$ cat config.mk
export PLATFORM = sky130hd
export DESIGN_NAME = updown_counter_pipe
export DESIGN_NICKNAME = d
export VERILOG_FILES = /design/src/rtl/updown_counter_pipe.sv
export SDC_FILE = /design/constraint.sdc
export NUM_CORES = 1
export LEC_CHECK = 0
export CORE_MARGIN = 4
export CORE_UTILIZATION = 30
export CTS_BUF_LIST = sky130_fd_sc_hd__clkbuf_2 sky130_fd_sc_hd__clkbuf_4 sky130_fd_sc_hd__clkbuf_8
export CTS_CLUSTER_DIAMETER = 100
export CTS_CLUSTER_SIZE = 24
export DETAILED_ROUTE_END_ITERATION = 10
export GPL_TIMING_DRIVEN = 1
export PLACE_DENSITY = 0.6
export SETUP_SLACK_MARGIN = 0.5
export SKIP_CTS_REPAIR_TIMING = 1
export SYNTH_ARGS = -nofsm -noshare
export SYNTH_HDL_FRONTEND = slang
export SYNTH_SLANG_ARGS = --single-unit
$ cat constraint.sdc
create_clock -name clock -period 2.16 [get_ports clock]
set_clock_uncertainty 0.05 [all_clocks]
set_input_delay 0.216 -clock clock [delete_from_list [all_inputs] [get_ports clock]]
set_output_delay 0.216 -clock clock [all_outputs]
set_load 0.005 [all_outputs]
$ cat src/rtl/updown_counter_pipe.sv
// Up/down counter with preset, programmable modulus, wrap/saturate mode,
// boundary pulse and a fixed-depth delayed copy of the count.
module updown_counter_pipe #(
    parameter int WIDTH       = 8,
    parameter int MAX_VALUE   = 2**WIDTH-1,
    parameter int PIPE_STAGES = 2
) (
    input  logic             clock,
    input  logic             reset_n,
    input  logic             enable,
    input  logic             preset,
    input  logic [WIDTH-1:0] presetdata,
    input  logic             updown,
    input  logic             saturate,
    output logic [WIDTH-1:0] counter,
    output logic [WIDTH-1:0] counter_dly,
    output logic             bound_evt,
    output logic             at_max,
    output logic             at_min
);

    localparam logic [WIDTH:0]   MAXV = (WIDTH+1)'(MAX_VALUE);
    localparam logic [WIDTH-1:0] MAXW = MAXV[WIDTH-1:0];

    logic [WIDTH-1:0] cnt_q, cnt_d;
    logic             evt_q, evt_d;
    logic [WIDTH:0]   cnt_x, pre_x;
    logic [WIDTH-1:0] dly_q [PIPE_STAGES];

    // Next count and boundary flag; compares done one bit wider so a
    // modulus below 2**WIDTH never relies on natural overflow.
    always_comb begin
        cnt_x = {1'b0, cnt_q};
        pre_x = {1'b0, presetdata};
        cnt_d = cnt_q;
        evt_d = 1'b0;
        if (preset) begin
            cnt_d = (pre_x > MAXV) ? MAXW : presetdata;
        end else if (enable) begin
            if (updown) begin
                if (cnt_x >= MAXV) begin
                    evt_d = 1'b1;
                    cnt_d = saturate ? MAXW : '0;
                end else begin
                    cnt_d = cnt_q + WIDTH'(1);
                end
            end else begin
                if (cnt_q == '0) begin
                    evt_d = 1'b1;
                    cnt_d = saturate ? '0 : MAXW;
                end else begin
                    cnt_d = cnt_q - WIDTH'(1);
                end
            end
        end
    end

    // Count and event registers.
    always_ff @(posedge clock) begin
        if (!reset_n) begin
            cnt_q <= '0;
            evt_q <= 1'b0;
        end else begin
            cnt_q <= cnt_d;
            evt_q <= evt_d;
        end
    end

    // Delay chain shifts every cycle; only reset clears it.
    always_ff @(posedge clock) begin
        if (!reset_n) begin
            dly_q <= '{default: '0};
        end else begin
            dly_q[0] <= cnt_q;
            for (int k = 1; k < PIPE_STAGES; k++) begin
                dly_q[k] <= dly_q[k-1];
            end
        end
    end

    assign counter     = cnt_q;
    assign counter_dly = dly_q[PIPE_STAGES-1];
    assign bound_evt   = evt_q;
    assign at_max      = (cnt_q == MAXW);
    assign at_min      = (cnt_q == '0);

endmodule

==> results by group, run 1 <==
Cells and area
  • Layout cell share with drive strength beyond 1: 30.1%
  • Final Net Count: 244
  • Final Non-Filler Cells: 293
  • Util after Layout: a little under half
  • Area Growth Syn to Fin: 53.1%
  • Design area: 0.00224 mm2
  • N_diodes: 0

Routing
  • Final wirelength: 4420 um
  • Detail Route Antenna Nets: 0
  • DR pass1 iterations: 4
  • Via count: 1508
  • Vias/cell: 5.15
  • Remaining DRCs: 0
  • Per-cell routed wire length: 15.1 um
  • Iteration-0 DRC Markers: between 60 and 70

Placed design
  • Dpl cells: 274
  • Dpl hpwl: 3010 um
  • Setup Slack @ Placement: 0.184 ns
  • IO buf count: 32
  • RD Place Congestion: 0.911
  • Placed inst area: 0.00192 mm2

Global routing
  • Tot GR Track Use: 13.6%
  • Initial antenna violation count: 0
  • Largest net degree at the start of global routing: 18
  • Grt ovf: 0
  • Global-route wire length before repair: 6700 um
  • Vias in the first global route: 1325

Setup path
  • Top Family by Delay on Critical Path: simple AND/OR/NAND/NOR gates
  • Crit path max-delay cell type: or4_4
  • Critical Path Start: counter[1]$_SDFFE_PN0P_
  • Req. time, crit path: 2.30 ns
  • CP Cell Sequence: buf_4 > buf_4 > or4_4 > a21oi_2 > o22ai_1 > o311ai_2
  • Max incr delay on CP: 0.59 ns
  • Crit start category: flop
  • Most frequent CP cell: buf_4
  • CP max FO: 6
  • Crit path DAT: about 2.1 ns
  • Worst r2r src: counter[1]$_SDFFE_PN0P_
  • R2R Setup Slk: 0.23 ns
  • Critical Path End Type: flop
  • Worst setup path class: flop to flop
  • Critical path buffer and inverter count: 2

Logic synthesis
  • Ys flop type: dfxtp_1
  • Synth warn: 0
  • Yosys top cell area share: about a third
  • Syn_nets: 196
  • Synth cell types: 47
  • Synth async-reset ratio: 0%
  • EDFF count, synth: 0
  • Synth area leaders: dfxtp_1 (34%), and2_1 (6.0%), a21oi_1 (4.5%), buf_4 (4.1%), clkbuf_1 (2.8%)
  • Sequential area share after synthesis: 34.3%
  • Synth Instances: 179
  • FF+latch count, synth: 25
  • Top-count cell post-synth: dfxtp_1
  • Mean Syn Cell Area: 8.16 um2
  • Top post-synthesis cells by count: dfxtp_1 (25), and2_1 (14), a21oi_1 (13), clkbuf_1 (11)
  • Yosys top cell by area: dfxtp_1
  • Mapped Area: between 0.001 and 0.0015 mm2

Floorplan
  • Die area: 0.00605 mm2
  • Starting density of the core: 30.9%
  • Core area: roughly 0.0047 mm2
  • Chip height: between 70 and 80 um
  • I/O pin total: 33
  • Die width: 77.8 um
  • Cell Rows: 25

Timing
  • RSZ-0062 raised after global routing: true
  • Final setup vio count: 0
  • Pin slew with the least headroom to its limit: 0.513 ns
  • Period Utilization, post-route: around 89%
  • Max Freq: approximately 520 MHz
  • Final Hold Vio Count: 0
  • Final-report max-slew violation count: 0
  • Rel. slew slack: 65.7%
  • Final WS setup: 0.228 ns
  • Min Tclk post-route: 1.93 ns

CTS
  • CTS root buf: clkbuf_8
  • H-tree depth: 1
  • Clock slew at reported path FFs: 0.10 ns
  • Clock sink total: 25
  • Worst-skew pair later-pin latency: around 0.28 ns
  • CTS tree: done
  • TritonCTS Buffers: 3
  • CTS max path bufs: 2

Flow run
  • Max Cap Viol: 0

Power and ir drop
  • Power per cell area: 566 mW/mm2
  • Total power: 1.26 mW
  • Maximum VDD drop: 0.369 mV
  • Leakage: approximately 0.84 nW

Min path
  • Min-delay src: dly_q[10]$_SDFF_PN0_
  • Hold crit path type: flop to flop

Status
  • Outcome: completed
==> through the flow <==
stage | hold slack, ns | setup TNS, ns
6_report | 0.386 | 0
5_1_grt | 0.397 | 0
3_3_place_gp | 0.364 | 0
4_1_cts | 0.389 | -0.255
3_5_place_dp | 0.367 | 0
2_1_floorplan | 0.328 | 0
==> layer usage <==
metal	vias up	part of all wire [%]	GRT usage, %
li1	747	-	-
met1	703	46	18.6
met2	54	48	21.7
met3	4	4.9	2.67
met4	0	0.86	3.74
met5	-	0	0
==> worst paths after layout <==
path              cells after the start                         to
hold reg to reg                       1  counter_dly[2]$_SDFF_PN0_
setup reg to reg                      6    counter[7]$_SDFFE_PN0P_
setup / recovery                      6    counter[7]$_SDFFE_PN0P_
hold / removal                        1  counter_dly[2]$_SDFF_PN0_
==> registers in the layout, summed over array words and instances, names as in the netlist <==
| signal | cells |
|---|---|
| counter | 8 |
| counter_dly | 8 |
| bound_evt | 1 |
| dly_q | 8 |
==> cells by family (layout without fill, tap and decap cells) <==
logic type | after synthesis | count (layout) | synth area share (%)
compound gates | 47 | 47 | 22.0
xor+xnor | 4 | 4 | 2.40
fa+ha+maj | 3 | 3 | 2.57
buf+inv | 30 | 77 | 9.94
flops | 25 | 25 | 34.3
simple gates | 70 | 70 | 28.8
==> where the power goes <==
| group | internal (mW) | switching [mW] |
|---|---|---|
| clock network | 0.132 | 0.159 |
| registers | 0.489 | 0.0264 |
| logic | 0.236 | 0.222 |
==> cells in the final DEF, fill, tap and decap left out, types with 5 or more instances in the layout <==
master,netlist,layout
nand2b_1,5,5
dfxtp_1,25,20
inv_1,8,5
buf_4,8,31
a21oi_1,13,11
o211ai_1,5,5
nor3b_1,5,5
nor2_1,7,6
clkdlybuf4s50_1,0,30
and2_1,14,13
nand3_1,5,5
==> layout make-up <==
class                           instances  area (um2)
Inverter                                8        35.0
Timing Repair Buffer                   65         577
Sequential cell                        25         517
Multi-Input combinational cell        124         976
Fill cell                             455        2490
Clock buffer                            3        41.3
Clock inverter                          1        6.26
Tap cell                               67        83.8
Note: power is estimated with default switching activity, not from simulation.
==> run 2: changes to the inputs <==
==> constraint.sdc (replaced) <==
create_clock -name clock -period 2.1 [get_ports clock]
set_clock_uncertainty 0.05 [all_clocks]
set_input_delay 0.21 -clock clock [delete_from_list [all_inputs] [get_ports clock]]
set_output_delay 0.21 -clock clock [all_outputs]
set_load 0.005 [all_outputs]
==> run 2 against run 1 <==
Effect of this change: combinational power rose by 2%; first-iteration DRC count rose by 25%; flip-flop and latch count unchanged; sequential power up 5.8%; global-route usage grew 0.53 points; clock power up 5%; maximum frequency increased by 0.92%; via count rose by 5.2%; largest power group unchanged; wire length increased by 8.0%; cell count up 2.0%; critical path depth is 1 higher.
==> results by group, run 2 (synthesis gave the netlist of run 1 again) <==
Global routing
  • Largest net degree at the start of global routing: 16 (-2)
  • Initial antenna violation count: 0 (unchanged)
  • Global-route wire length before repair: 6930 um (+3.5%)
  • Grt ovf: 0 (unchanged)
  • Vias in the first global route: 1396 (+5.4%)
  • Tot GR Track Use: 14.2% (+0.53 points)

Placed design
  • Dpl hpwl: 3080 um (+2.3%)
  • Placed inst area: 0.00195 mm2 (+1.2%)
  • IO buf count: 32 (unchanged)
  • RD Place Congestion: 0.926 (+1.6%)

Timing
  • Min Tclk post-route: 1.91 ns (-0.0176 ns)
  • RSZ-0062 raised after global routing: true
  • Rel. slew slack: 70.9% (+5.2 points)
  • Final-report max-slew violation count: 0 (unchanged)
  • Period Utilization, post-route: 91.2% (+1.7 points)
  • Final setup vio count: 0 (unchanged)
  • Final Hold Vio Count: 0 (unchanged)
  • Pin slew with the least headroom to its limit: 0.433 ns (-0.0807 ns)
  • Max Freq: 522 MHz (+0.92%)

Setup path
  • Crit start category: flop
  • Max incr delay on CP: 0.50 ns (-0.09 ns)
  • Critical path buffer and inverter count: 2 (unchanged)
  • Worst setup path class: flop to flop
  • Critical Path End Type: flop
  • Top Family by Delay on Critical Path: compound AO/OA/AOI/OAI gates
  • Crit path max-delay cell type: or4b_4
  • CP max FO: 7 (+1)
  • Req. time, crit path: 2.22 ns (-0.08 ns)
  • Crit path DAT: 2.04 ns (-0.03 ns)
  • CP Cell Sequence: inv_4 > ha_4 > or4b_4 > buf_8 > a21oi_2 > o22ai_1 > o311ai_1

Routing
  • Vias/cell: 5.31 (+3.1%)
  • Iteration-0 DRC Markers: 85 (+25%)
  • DR pass1 iterations: 4 (unchanged)
  • Via count: 1587 (+5.2%)
  • Per-cell routed wire length: 16.0 um (+5.9%)
  • Final wirelength: 4780 um (+8.0%)
  • Detail Route Antenna Nets: 0 (unchanged)
  • Remaining DRCs: 0 (unchanged)

CTS
  • H-tree depth: 1 (unchanged)
  • Worst-skew pair later-pin latency: 0.28 ns (about the same)
  • TritonCTS Buffers: 3 (unchanged)
  • CTS max path bufs: 2 (unchanged)
  • CTS tree: done
  • Clock sink total: 25 (unchanged)
  • Clock slew at reported path FFs: 0.10 ns (about the same)
  • CTS root buf: clkbuf_8

Cells and area
  • Layout cell share with drive strength beyond 1: 31.5% (+1.4 points)
  • Commonest non-fill, non-tap cell in the layout: buf_4
  • Design area: 0.00228 mm2 (+1.8%)
  • N_diodes: 0 (unchanged)
  • Final Net Count: 250 (+2.5%)
  • Area Growth Syn to Fin: 55.9%
  • Most frequent cells in the layout: buf_4 (35), clkdlybuf4s50_1 (28), dfxtp_1 (18)

Min path
  • Hold crit path type: flop to flop

Power and ir drop
  • Leakage: 0.912 nW (+8.5%)
  • Maximum VDD drop: 0.270 mV (-27%)
  • Power per cell area: 579 mW/mm2 (+2.3%)
  • Total power: 1.32 mW (+4.1%)

Floorplan
  • I/O pin total: 33 (unchanged)
  • Core area: 0.00472 mm2 (unchanged)
  • Chip height: 77.8 um (unchanged)
  • Die area: 0.00605 mm2 (unchanged)
  • Cell Rows: 25 (unchanged)
  • Starting density of the core: 30.9% (unchanged)
  • Die width: 77.8 um (unchanged)

Status
  • Outcome: completed

Flow run
  • Max Cap Viol: 0 (unchanged)
## run 2: path summary, 6_finish.rpt
| kind | from | to | slack (ns) | depth (start not counted) |
|---|---|---|---|---|
| min | dly_q[13]$_SDFF_PN0_ | counter_dly[5]$_SDFF_PN0_ | 0.39 | 1 |
| max reg2reg | counter[0]$_SDFFE_PN0P_ | counter[7]$_SDFFE_PN0P_ | 0.19 | 7 |
| min reg2reg | dly_q[13]$_SDFF_PN0_ | counter_dly[5]$_SDFF_PN0_ | 0.39 | 1 |
| max | counter[0]$_SDFFE_PN0P_ | counter[7]$_SDFFE_PN0P_ | 0.19 | 7 |
## run 2: area by class of cell
class	instances	area, um2
inverters	8	35.0
repair buffers	71	642
clock inverters	1	6.26
clock buffers	3	41.3
flip-flops and latches	25	522
fillers	439	2450
multi-input cells	124	946
well taps	67	83.8
## run 2: metrics by stage
step / utilization (%) / setup WS [ns] / cells / setup TNS [ns] / hold WS [ns]
6_report: 48.2 / 0.186 / 299 / 0 / 0.387
5_1_grt: 48.2 / 0.151 / 299 / 0 / 0.409
4_1_cts: 42.2 / -0.213 / 281 / -0.308 / 0.389
3_5_place_dp: 41.2 / 0.132 / 277 / 0 / 0.367
3_3_place_gp: 41.2 / 0.141 / 277 / 0 / 0.364
2_1_floorplan: - / 0.344 / 179 / 0 / 0.322
## run 2: layer usage
metal	share of wire [%]	routed length [um]	vias up	track usage, %
met1	43	2070	736	18.8
met3	6.4	307	21	2.67
met2	47	2260	78	22.2
met4	3.0	142	0	6.23
li1	-	-	752	-
met5	0	0	-	0
## run 2: report_power, final
part / total, mW / switching (mW) / internal (mW)
Sequential: 0.545 / 0.0412 / 0.504
Clock: 0.306 / 0.170 / 0.136
Combinational: 0.466 / 0.216 / 0.250
## run 2: worst reg2reg max path: stages, from the launching register on
cell      delay [ns]
dfxtp_4         0.38
inv_4           0.08
ha_4            0.14
or4b_4          0.50
buf_8           0.17
a21oi_2         0.11
o22ai_1         0.10
o311ai_1        0.30
==> run 3: changes to the inputs <==
==> constraint.sdc (replaced) <==
create_clock -name clock -period 2.2 [get_ports clock]
set_clock_uncertainty 0.05 [all_clocks]
set_input_delay 0.22 -clock clock [delete_from_list [all_inputs] [get_ports clock]]
set_output_delay 0.22 -clock clock [all_outputs]
set_load 0.005 [all_outputs]
==> run 3 against run 2 <==
Effect of this change: non-clock buffer count shrank 13; wire length shrank 7.8%; flip-flop and latch count is the same; worst hold slack is essentially flat; register-to-register slack gained 0.10 ns; count of clock-buffer cells in the layout is the same; cell count shrank 4.3%; total power shrank 7.6%; via count shrank 6.7%.
==> results by group, run 3 (synthesis gave the netlist of run 1 again) <==
Setup path
  • Req. time, crit path: 1.93 ns (-0.29 ns)
  • R2R Setup Slk: 0.29 ns (+0.10 ns)
  • CP Cell Sequence: inv_4 > ha_4 > or4b_4 > nor2_4 > dlymetal6s2s_1
  • Max incr delay on CP: 0.52 ns (+0.02 ns)
  • Critical path buffer and inverter count: 2 (unchanged)
  • Crit path DAT: 1.66 ns (-0.38 ns)
  • Worst r2r src: counter[1]$_SDFFE_PN0P_
  • Crit start category: flop
  • Top Family by Delay on Critical Path: simple AND/OR/NAND/NOR gates
  • Reg-to-Reg End: counter[3]$_SDFFE_PN0P_
  • Critical Path End Type: output pin
  • Worst R2R Path Depth: 7 (unchanged)
  • Worst setup path class: flop to output pin
  • Crit path max-delay cell type: or4b_4
  • CP max FO: 5 (-2)

Cells and area
  • Layout cell share with drive strength beyond 1: 25.6% (-5.9 points)
  • N_diodes: 0 (unchanged)
  • Commonest non-fill, non-tap cell in the layout: clkdlybuf4s50_1
  • Final Net Count: 237 (-5.2%)
  • Util after Layout: 45.7% (-2.4 points)
  • Design area: 0.00216 mm2 (-5.1%)
  • Area Growth Syn to Fin: 48.0%
  • Fill count: 456 (+3.9%)
  • Final Non-Filler Cells: 286 (-4.3%)
  • Most frequent cells in the layout: clkdlybuf4s50_1 (30), buf_4 (23), dfxtp_1 (19)

Status
  • Outcome: completed

Global routing
  • Global-route wire length before repair: 6540 um (-5.7%)
  • Initial antenna violation count: 0 (unchanged)
  • Tot GR Track Use: 13.6% (-0.53 points)
  • Largest net degree at the start of global routing: 18 (+2)
  • Grt met2 use: 21.0% (-1.2 points)
  • GRT met1 Usage: 18.3% (-0.56 points)
  • Vias in the first global route: 1307 (-6.4%)
  • Grt ovf: 0 (unchanged)
  • Gr busiest metal: met2
  • GR Util met3: 3.25% (+0.58 points)

Power and ir drop
  • Power per cell area: 563 mW/mm2 (-2.7%)
  • Leakage: 0.820 nW (-10%)
  • Combinational Power Share: 33.6% (-1.8 points)
  • Part of the power in the clock network: 24.3% (+1.1 points)
  • Switching Fraction: 32.5% (+0.087 points)
  • Sequential Power Share: 42.1% (+0.7 points)
  • Switch Pwr: 396 uW (-7.3%)
  • Internal: 822 uW (-7.7%)
  • Maximum VDD drop: 0.418 mV (+55%)

Routing
  • Remaining DRCs: 0 (unchanged)
  • Vias/cell: 5.18 (-2.4%)
  • DR pass1 iterations: 4 (unchanged)
  • Detail Route Antenna Nets: 0 (unchanged)
  • Iteration-0 DRC Markers: 53 (-38%)
  • Final wirelength: 4410 um (-7.8%)
  • Via count: 1481 (-6.7%)
  • Per-cell routed wire length: 15.4 um (-3.6%)

Timing
  • Pin slew with the least headroom to its limit: 0.462 ns (+0.0296 ns)
  • Max Freq: 519 MHz
  • Final WS setup: 0.274 ns (+0.0884 ns)
  • Rel. slew slack: 68.9% (-2.0 points)
  • Final-report max-slew violation count: 0 (unchanged)
  • Min Tclk post-route: 1.93 ns
  • Final Hold Vio Count: 0 (unchanged)
  • Final setup vio count: 0 (unchanged)
  • Setup TNS: 0 ns (unchanged)
  • Period Utilization, post-route: 87.5%
  • RSZ-0062 raised after global routing: true

CTS
  • TritonCTS Buffers: 3 (unchanged)
  • Clock slew at reported path FFs: 0.11 ns (about the same)
  • H-tree depth: 1 (unchanged)
  • CTS root buf: clkbuf_8
  • Clock sink total: 25 (unchanged)
  • CTS tree: done
  • Worst-skew pair later-pin latency: 0.28 ns (about the same)
  • CTS max path bufs: 2 (unchanged)

Placed design
  • Placed inst area: 0.00190 mm2 (-2.3%)
  • IO buf count: 32 (unchanged)
  • Setup Slack @ Placement: 0.180 ns (+0.0482 ns)
  • Dpl hpwl: 2950 um (-4.3%)
  • Dpl cells: 271 (-2.2%)
  • RD Place Congestion: 0.866 (-6.4%)

Floorplan
  • Core area: 0.00472 mm2 (unchanged)
  • Starting density of the core: 30.9% (unchanged)
  • Cell Rows: 25 (unchanged)
  • I/O pin total: 33 (unchanged)
  • Chip height: 77.8 um (unchanged)
  • Die area: 0.00605 mm2 (unchanged)
  • Die width: 77.8 um (unchanged)

Min path
  • Hold crit path type: flop to flop
  • Hold Path Sink: counter_dly[6]$_SDFF_PN0_
  • Hold Path Stages: 1 (unchanged)
  • Min-delay src: dly_q[14]$_SDFF_PN0_

Flow run
  • Max Cap Viol: 0 (unchanged)
run 3: cell types whose count changed in the layout (fill, tap and decap cells not counted), sizes merged:
| cell | before | now |
|---|---|---|
| buf | 39 | 26 |
| clkdlybuf4s50 | 28 | 30 |
| dlymetal6s2s | 4 | 2 |
run 3: power by group through the flow:
stage	sequential [mW]	combinational [mW]	clock [mW]
global placement	0.525	0.323	0
finish	0.512	0.409	0.296
floorplan	0.514	0.204	0
CTS	0.515	0.324	0.302
detailed placement	0.525	0.320	0
global route	0.517	0.438	0.322
run 3: cell type report:
class	count	area, um2	area share [%]
multi-input cells	124	940	43.5
repair buffers	58	532	24.6
flip-flops and latches	25	523	24.2
well taps	67	83.8	3.88
clock buffers	3	41.3	1.91
inverters	8	35.0	1.62
clock inverters	1	6.26	0.290
run 3: worst max path at each step:
stage,from,to,slack (ns),cells after the start
after CTS,counter[1]$_SDFFE_PN0P_,at_min,-0.17,5
after global placement,counter[1]$_SDFFE_PN0P_,at_min,0.18,5
after global routing,counter[1]$_SDFFE_PN0P_,counter[3]$_SDFFE_PN0P_,0.22,7
final,counter[1]$_SDFFE_PN0P_,at_min,0.27,5
after floorplan,counter[1]$_SDFFE_PN0P_,counter[4]$_SDFFE_PN0P_,0.44,7
after detailed placement,counter[1]$_SDFFE_PN0P_,at_min,0.18,5
run 3: worst register-to-register path, delay by kind of cell (launching register included):
kind,cells,cell delay (ns)
buf+inv,2,0.25
fa+ha+maj,1,0.14
compound gates,3,0.49
simple gates,1,0.52
flops,1,0.38
run 3: routing by layer:
metal | part of all wire, % | routed length (um)
met1 | 44 | 1920
met2 | 47 | 2090
met5 | 0 | 0
met3 | 6.6 | 290
met4 | 2.5 | 108
run 3: metrics by stage:
stage	hold WS, ns	power (mW)
after global routing	0.396	1.28
after floorplan	0.332	0.718
final	0.387	1.22
after CTS	0.389	1.14
after detailed placement	0.367	0.845
after global placement	0.364	0.847
